$ cat config.mk
export PLATFORM = sky130hd
export DESIGN_NAME = sentinel_search_intr_slave
export DESIGN_NICKNAME = d
export VERILOG_FILES = /design/src/rtl/sentinel_search_intr_slave.sv
export SDC_FILE = /design/constraint.sdc
export NUM_CORES = 1
export LEC_CHECK = 0
export CAP_MARGIN = 15
export CORE_ASPECT_RATIO = 2
export CORE_UTILIZATION = 21
export CTS_CLUSTER_SIZE = 14
export DETAILED_ROUTE_END_ITERATION = 8
export GPL_TIMING_DRIVEN = 0
export PLACE_DENSITY = 0.84
export SLEW_MARGIN = 5
export SYNTH_ARGS = -nofsm -noshare
export SYNTH_HDL_FRONTEND = slang
export SYNTH_SLANG_ARGS = --single-unit
$ cat constraint.sdc
create_clock -name s_axi_intr_aclk -period 1 [get_ports s_axi_intr_aclk]
set_input_delay 0.25 -clock s_axi_intr_aclk [delete_from_list [all_inputs] [get_ports s_axi_intr_aclk]]
set_output_delay 0.25 -clock s_axi_intr_aclk [all_outputs]
set_load 0.01 [all_outputs]
$ cat src/rtl/sentinel_search_intr_slave.sv
// AXI4-Lite interrupt-controller register bank (GIE/IER/ISR/IAR/IPR) driving a single irq line.
// Optional macro SENTINEL_INTR_EDGE_EN: rising-edge event capture instead of level capture.
module sentinel_search_intr_slave #(
  parameter int C_S_AXI_DATA_WIDTH = 32,
  parameter int C_S_AXI_ADDR_WIDTH = 5,
  parameter int C_NUM_OF_INTR      = 1,
  parameter bit C_IRQ_ACTIVE_STATE = 1'b1
) (
  input  logic                              s_axi_intr_aclk,
  input  logic                              s_axi_intr_aresetn,
  input  logic [C_NUM_OF_INTR-1:0]          intr_src,
  input  logic [C_S_AXI_ADDR_WIDTH-1:0]     s_axi_intr_awaddr,
  input  logic [2:0]                        s_axi_intr_awprot,
  input  logic                              s_axi_intr_awvalid,
  output logic                              s_axi_intr_awready,
  input  logic [C_S_AXI_DATA_WIDTH-1:0]     s_axi_intr_wdata,
  input  logic [(C_S_AXI_DATA_WIDTH/8)-1:0] s_axi_intr_wstrb,
  input  logic                              s_axi_intr_wvalid,
  output logic                              s_axi_intr_wready,
  output logic [1:0]                        s_axi_intr_bresp,
  output logic                              s_axi_intr_bvalid,
  input  logic                              s_axi_intr_bready,
  input  logic [C_S_AXI_ADDR_WIDTH-1:0]     s_axi_intr_araddr,
  input  logic [2:0]                        s_axi_intr_arprot,
  input  logic                              s_axi_intr_arvalid,
  output logic                              s_axi_intr_arready,
  output logic [C_S_AXI_DATA_WIDTH-1:0]     s_axi_intr_rdata,
  output logic [1:0]                        s_axi_intr_rresp,
  output logic                              s_axi_intr_rvalid,
  input  logic                              s_axi_intr_rready,
  output logic                              irq
);

  localparam logic [31:0] INTR_MASK = (C_NUM_OF_INTR >= 32) ? 32'hFFFF_FFFF
                                      : ((32'd1 << C_NUM_OF_INTR) - 32'd1);
  localparam logic IRQ_ON = C_IRQ_ACTIVE_STATE;

  function automatic logic [31:0] merge_strb(input logic [31:0] old_v,
                                             input logic [31:0] new_v,
                                             input logic [3:0]  strb);
    logic [31:0] r;
    for (int b = 0; b < 4; b++)
      r[b*8 +: 8] = strb[b] ? new_v[b*8 +: 8] : old_v[b*8 +: 8];
    return r;
  endfunction

  logic        awwready_q, awwready_d;
  logic        bvalid_q, bvalid_d;
  logic        arready_q, arready_d;
  logic        rvalid_q, rvalid_d;
  logic [31:0] rdata_q, rdata_d;
  logic        gie_q, gie_d;
  logic [31:0] ier_q, ier_d;
  logic [31:0] isr_q, isr_d;
  logic        irq_q, irq_d;

  logic [31:0] src_ext, isr_set, iar_clr, strb_mask, rd_val;
  logic [2:0]  wr_sel, rd_sel;
  logic        wr_fire, rd_fire;
  logic        unused_ok;

  assign unused_ok = ^{s_axi_intr_awprot, s_axi_intr_arprot,
                       s_axi_intr_awaddr[1:0], s_axi_intr_araddr[1:0]};

  assign wr_sel  = s_axi_intr_awaddr[4:2];
  assign rd_sel  = s_axi_intr_araddr[4:2];
  assign wr_fire = awwready_q && s_axi_intr_awvalid && s_axi_intr_wvalid;
  assign rd_fire = arready_q && s_axi_intr_arvalid;

  always_comb begin
    src_ext = '0;
    src_ext[C_NUM_OF_INTR-1:0] = intr_src;
    for (int b = 0; b < 4; b++)
      strb_mask[b*8 +: 8] = {8{s_axi_intr_wstrb[b]}};
  end

`ifdef SENTINEL_INTR_EDGE_EN
  // History of the sources; an event is a 0->1 transition only.
  logic [31:0] src_q;

  always_ff @(posedge s_axi_intr_aclk or negedge s_axi_intr_aresetn) begin
    if (!s_axi_intr_aresetn) src_q <= '0;
    else                     src_q <= src_ext;
  end

  assign isr_set = src_ext & ~src_q;
`else
  assign isr_set = src_ext;
`endif

  always_comb begin
    gie_d   = gie_q;
    ier_d   = ier_q;
    iar_clr = '0;
    if (wr_fire) begin
      case (wr_sel)
        3'd0: gie_d   = s_axi_intr_wstrb[0] ? s_axi_intr_wdata[0] : gie_q;
        3'd1: ier_d   = merge_strb(ier_q, s_axi_intr_wdata, s_axi_intr_wstrb) & INTR_MASK;
        3'd3: iar_clr = s_axi_intr_wdata & strb_mask & INTR_MASK;
        default: ;
      endcase
    end
    // A new event in the same cycle as its acknowledge keeps the bit set.
    isr_d = ((isr_q & ~iar_clr) | isr_set) & INTR_MASK;
    irq_d = (gie_q && |(isr_q & ier_q)) ? IRQ_ON : ~IRQ_ON;
  end

  always_comb begin
    case (rd_sel)
      3'd0:    rd_val = {31'd0, gie_q};
      3'd1:    rd_val = ier_q;
      3'd2:    rd_val = isr_q;
      3'd4:    rd_val = isr_q & ier_q;
      default: rd_val = '0;
    endcase
  end

  always_comb begin
    awwready_d = !awwready_q && s_axi_intr_awvalid && s_axi_intr_wvalid && !bvalid_q;
    bvalid_d   = wr_fire ? 1'b1 : (s_axi_intr_bready ? 1'b0 : bvalid_q);
    arready_d  = !arready_q && s_axi_intr_arvalid && !rvalid_q;
    rvalid_d   = rd_fire ? 1'b1 : (s_axi_intr_rready ? 1'b0 : rvalid_q);
    rdata_d    = rd_fire ? rd_val : rdata_q;
  end

  always_ff @(posedge s_axi_intr_aclk or negedge s_axi_intr_aresetn) begin
    if (!s_axi_intr_aresetn) begin
      awwready_q <= 1'b0;
      bvalid_q   <= 1'b0;
      arready_q  <= 1'b0;
      rvalid_q   <= 1'b0;
      rdata_q    <= '0;
      gie_q      <= 1'b0;
      ier_q      <= '0;
      isr_q      <= '0;
      irq_q      <= ~IRQ_ON;
    end else begin
      awwready_q <= awwready_d;
      bvalid_q   <= bvalid_d;
      arready_q  <= arready_d;
      rvalid_q   <= rvalid_d;
      rdata_q    <= rdata_d;
      gie_q      <= gie_d;
      ier_q      <= ier_d;
      isr_q      <= isr_d;
      irq_q      <= irq_d;
    end
  end

  assign s_axi_intr_awready = awwready_q;
  assign s_axi_intr_wready  = awwready_q;
  assign s_axi_intr_bvalid  = bvalid_q;
  assign s_axi_intr_bresp   = 2'b00;
  assign s_axi_intr_arready = arready_q;
  assign s_axi_intr_rvalid  = rvalid_q;
  assign s_axi_intr_rdata   = rdata_q;
  assign s_axi_intr_rresp   = 2'b00;
  assign irq                = irq_q;

endmodule

==> results of run 1 <==
[metrics by stage]
step           setup slack (ns)  cell area [µm²]
2_1_floorplan            -0.128              836
3_3_place_gp             -0.473             1090
3_5_place_dp             -0.490             1090
4_1_cts                  -0.235             1170
5_1_grt                  -0.276             1190
6_report                 -0.220             1190
[worst max-delay path by stage]
stage	start	to	slack [ns]	cells past startpoint
global placement	s_axi_intr_wvalid	gie_q	-0.47	4
floorplan	s_axi_intr_awready	ier_q[0]	-0.13	3
global route	s_axi_intr_awready	ier_q[0]	-0.28	4
detailed placement	s_axi_intr_wstrb[0]	gie_q	-0.49	4
CTS	s_axi_intr_awready	ier_q[0]	-0.23	4
finish	s_axi_intr_awready	ier_q[0]	-0.22	4
[routing by layer]
layer,vias to the layer above,routed length (µm),track usage [%]
li1,300,-,-
met5,-,0,0
met2,50,761,16.7
met1,260,370,6.21
met3,2,233,3.68
met4,0,14,4.26
[kinds of logic (layout without fill, tap and decap cells)]
family	after synthesis	after routing	synth area share, %
AOI/OAI and AO/OA	6	6	7.87
buffers and inverters	40	74	40.8
DFF	9	9	32.2
muxes	2	2	3.76
other	1	35	0.536
and+or+nand+nor	14	14	14.8
[registers in the layout (all words and copies together), names as in the netlist]
signal	cells
s_axi_intr_awready	1
s_axi_intr_arready	1
s_axi_intr_bvalid	1
s_axi_intr_rdata	1
s_axi_intr_rvalid	1
isr_q	1
gie_q	1
ier_q	1
irq	1
[where the power goes]
part	total (mW)	switching, mW	internal, mW
clock	0.409	0.133	0.277
combinational	0.386	0.159	0.227
sequential	0.411	0.0165	0.394
[final cells by class]
| type | instances | area (µm²) |
|---|---|---|
| Fill cell | 324 | 1960 |
| Multi-Input combinational cell | 57 | 345 |
| Buffer | 36 | 274 |
| Timing Repair Buffer | 30 | 251 |
| Sequential cell | 9 | 225 |
| Clock buffer | 4 | 45.0 |
| Tap cell | 31 | 38.8 |
| Inverter | 4 | 15.0 |
[critical path: cells and delay by family (launching register included)]
family | cells | cell delay (ns)
multiplexers | 1 | 0.29
AND/OR/NAND/NOR | 2 | 0.28
flip-flops | 1 | 0.39
buffers and inverters | 1 | 0.14
[synthesized netlist by cell type, types with 2 or more instances]
master	n	area, µm²
buf_4	36	270
dfrtp_1	9	225
inv_1	4	15.0
nand3_1	2	10.0
nor2_1	2	7.51
[timing repair]
item                       4_1_cts  5_1_grt
cloned                           0        0
setup endpoints to repair       11       11
buffers inserted                 5        3
gates resized for setup         34        4
pin swaps                        4        3
==> impl_metrics.yaml, run 1 <==
worst_setup_path:
  cp_slowest_stage_delay_ns: 0.39
  crit_chain: "buf_4 -> and3_4 -> nand4b_4 -> mux2_4"
  critPathArrivalTime_ns: 1.33
  worstReg2RegStart: "s_axi_intr_awready"
  cp.required_ns: 1.11
  critPathLaunchType: "flop"
  crit_path_end_kind: "flop"
  crit_slowest_cell: "dfrtp_1"
  r2r_end: "ier_q[0]"
  path_class: "flop to flop"
  r2r_slack_ns: -0.22
  worstPathMaxFanout: 4
  worstRegToRegCells: 4
clocking:
  cts_buffers: 3
  root_buffer: "clkbuf_8"
  cts_tree: "done"
  clockBufferDepth: 2
  clock_sinks: 9
  hold_buffers: 0
  worst_skew_pair.late_latency_ns: 0.23
  cts_max_level: 1
  clkSlewWorstSetupHoldPaths_ns: 0.04
outcome:
  violations: "negative setup slack"
  status: "finished with violations"
placed_design:
  place_congestion: 0.660
  place_inst: 159
  io_buffers: 22
  dp_hpwl_um: 1100
drt:
  detailedRoute.firstIterationViolations: 3
  wirelength_um: 1380
  vias: 612
  drtAntennaViolNets: 0
  drcViolationCount: 0
  wire_per_inst_um: 8.07
  drt-pass1-iter-count: 2
  vias_per_cell: 3.58
power_and_ir_drop:
  powerDensity_mw_per_mm2: 1010
  power_mw: 1.21
  leakagePower_nw: 0.724
  vdd_drop_max_mv: 0.395
finish:
  n_antenna_cell: 0
  layout-drive-gt1-share_pct: 47.9
  area_growth_pct: 70.8
  mostFrequentLayoutCell: "buf_4"
  fin_cells: 171
  fin_util_pct: 37.9
  layout_common_cells: "buf_4 (43), conb_1 (35), dfrtp_1 (9), clkdlybuf4s50_1 (9), dlygate4sd2_1 (6)"
  final_net_count: 201
grt:
  grt.total_usage_pct: 8.50
  grt_pass1_vias: 610
  grt_pass1_wl_um: 2370
  grt_overflow: 0
  grt_max_degree: 10
  antenna_found_initial: 0
timing:
  drv_slew: 0
  finalHoldViolations: 0
  timing.fmax_mhz: 819
  tns_ns: -0.953
  setup_slack_ns: -0.220
  post-route-period-util_pct: 122
  hold_slack_ns: 0.320
  fin_skew_ns: 0.00240
  fin_crit_ns: 1.22
  finalSetupViolCount: 7
  rsz0062_at_grt: "true"
floorplan:
  ioPinCount: 102
  num_rows: 29
  die_w_um: 42.8
  die_h_um: 83.6
  start_util_pct: 22.2
  die_area_mm2: 0.00358
  core_mm2: 0.00316
synthesis:
  synth_seq_cells: 9
  netlist_instances: 72
  synth-edff-count: 0
  syn_avg_cell_area_um2: 9.71
  netlist-cell-type-count: 24
  synth_seq_area_share_pct: 32.2
  synthArstFlopShare_pct: 100
  ys_warn_count: 0
  synth_flop_cell: "dfrtp_1"
  netlist_area_um2: 699
worst_hold_path:
  hp-class: "primary input to async pin"
run:
  drv_cap: 0
Power figures use the tool's default switching activity.
==> run 2, diff against run 1 <==
--- a/config.mk
+++ b/config.mk
@@ -8,9 +8,10 @@
 export CAP_MARGIN = 15
 export CORE_ASPECT_RATIO = 2
 export CORE_UTILIZATION = 21
-export CTS_CLUSTER_SIZE = 14
 export DETAILED_ROUTE_END_ITERATION = 8
+export GPL_ROUTABILITY_DRIVEN = 1
 export GPL_TIMING_DRIVEN = 0
+export HOLD_SLACK_MARGIN = 0.06
 export PLACE_DENSITY = 0.84
 export SLEW_MARGIN = 5
 export SYNTH_ARGS = -nofsm -noshare
==> results of run 2 <==
No change in the layout: final DEF, timing and power equal those of run 1.
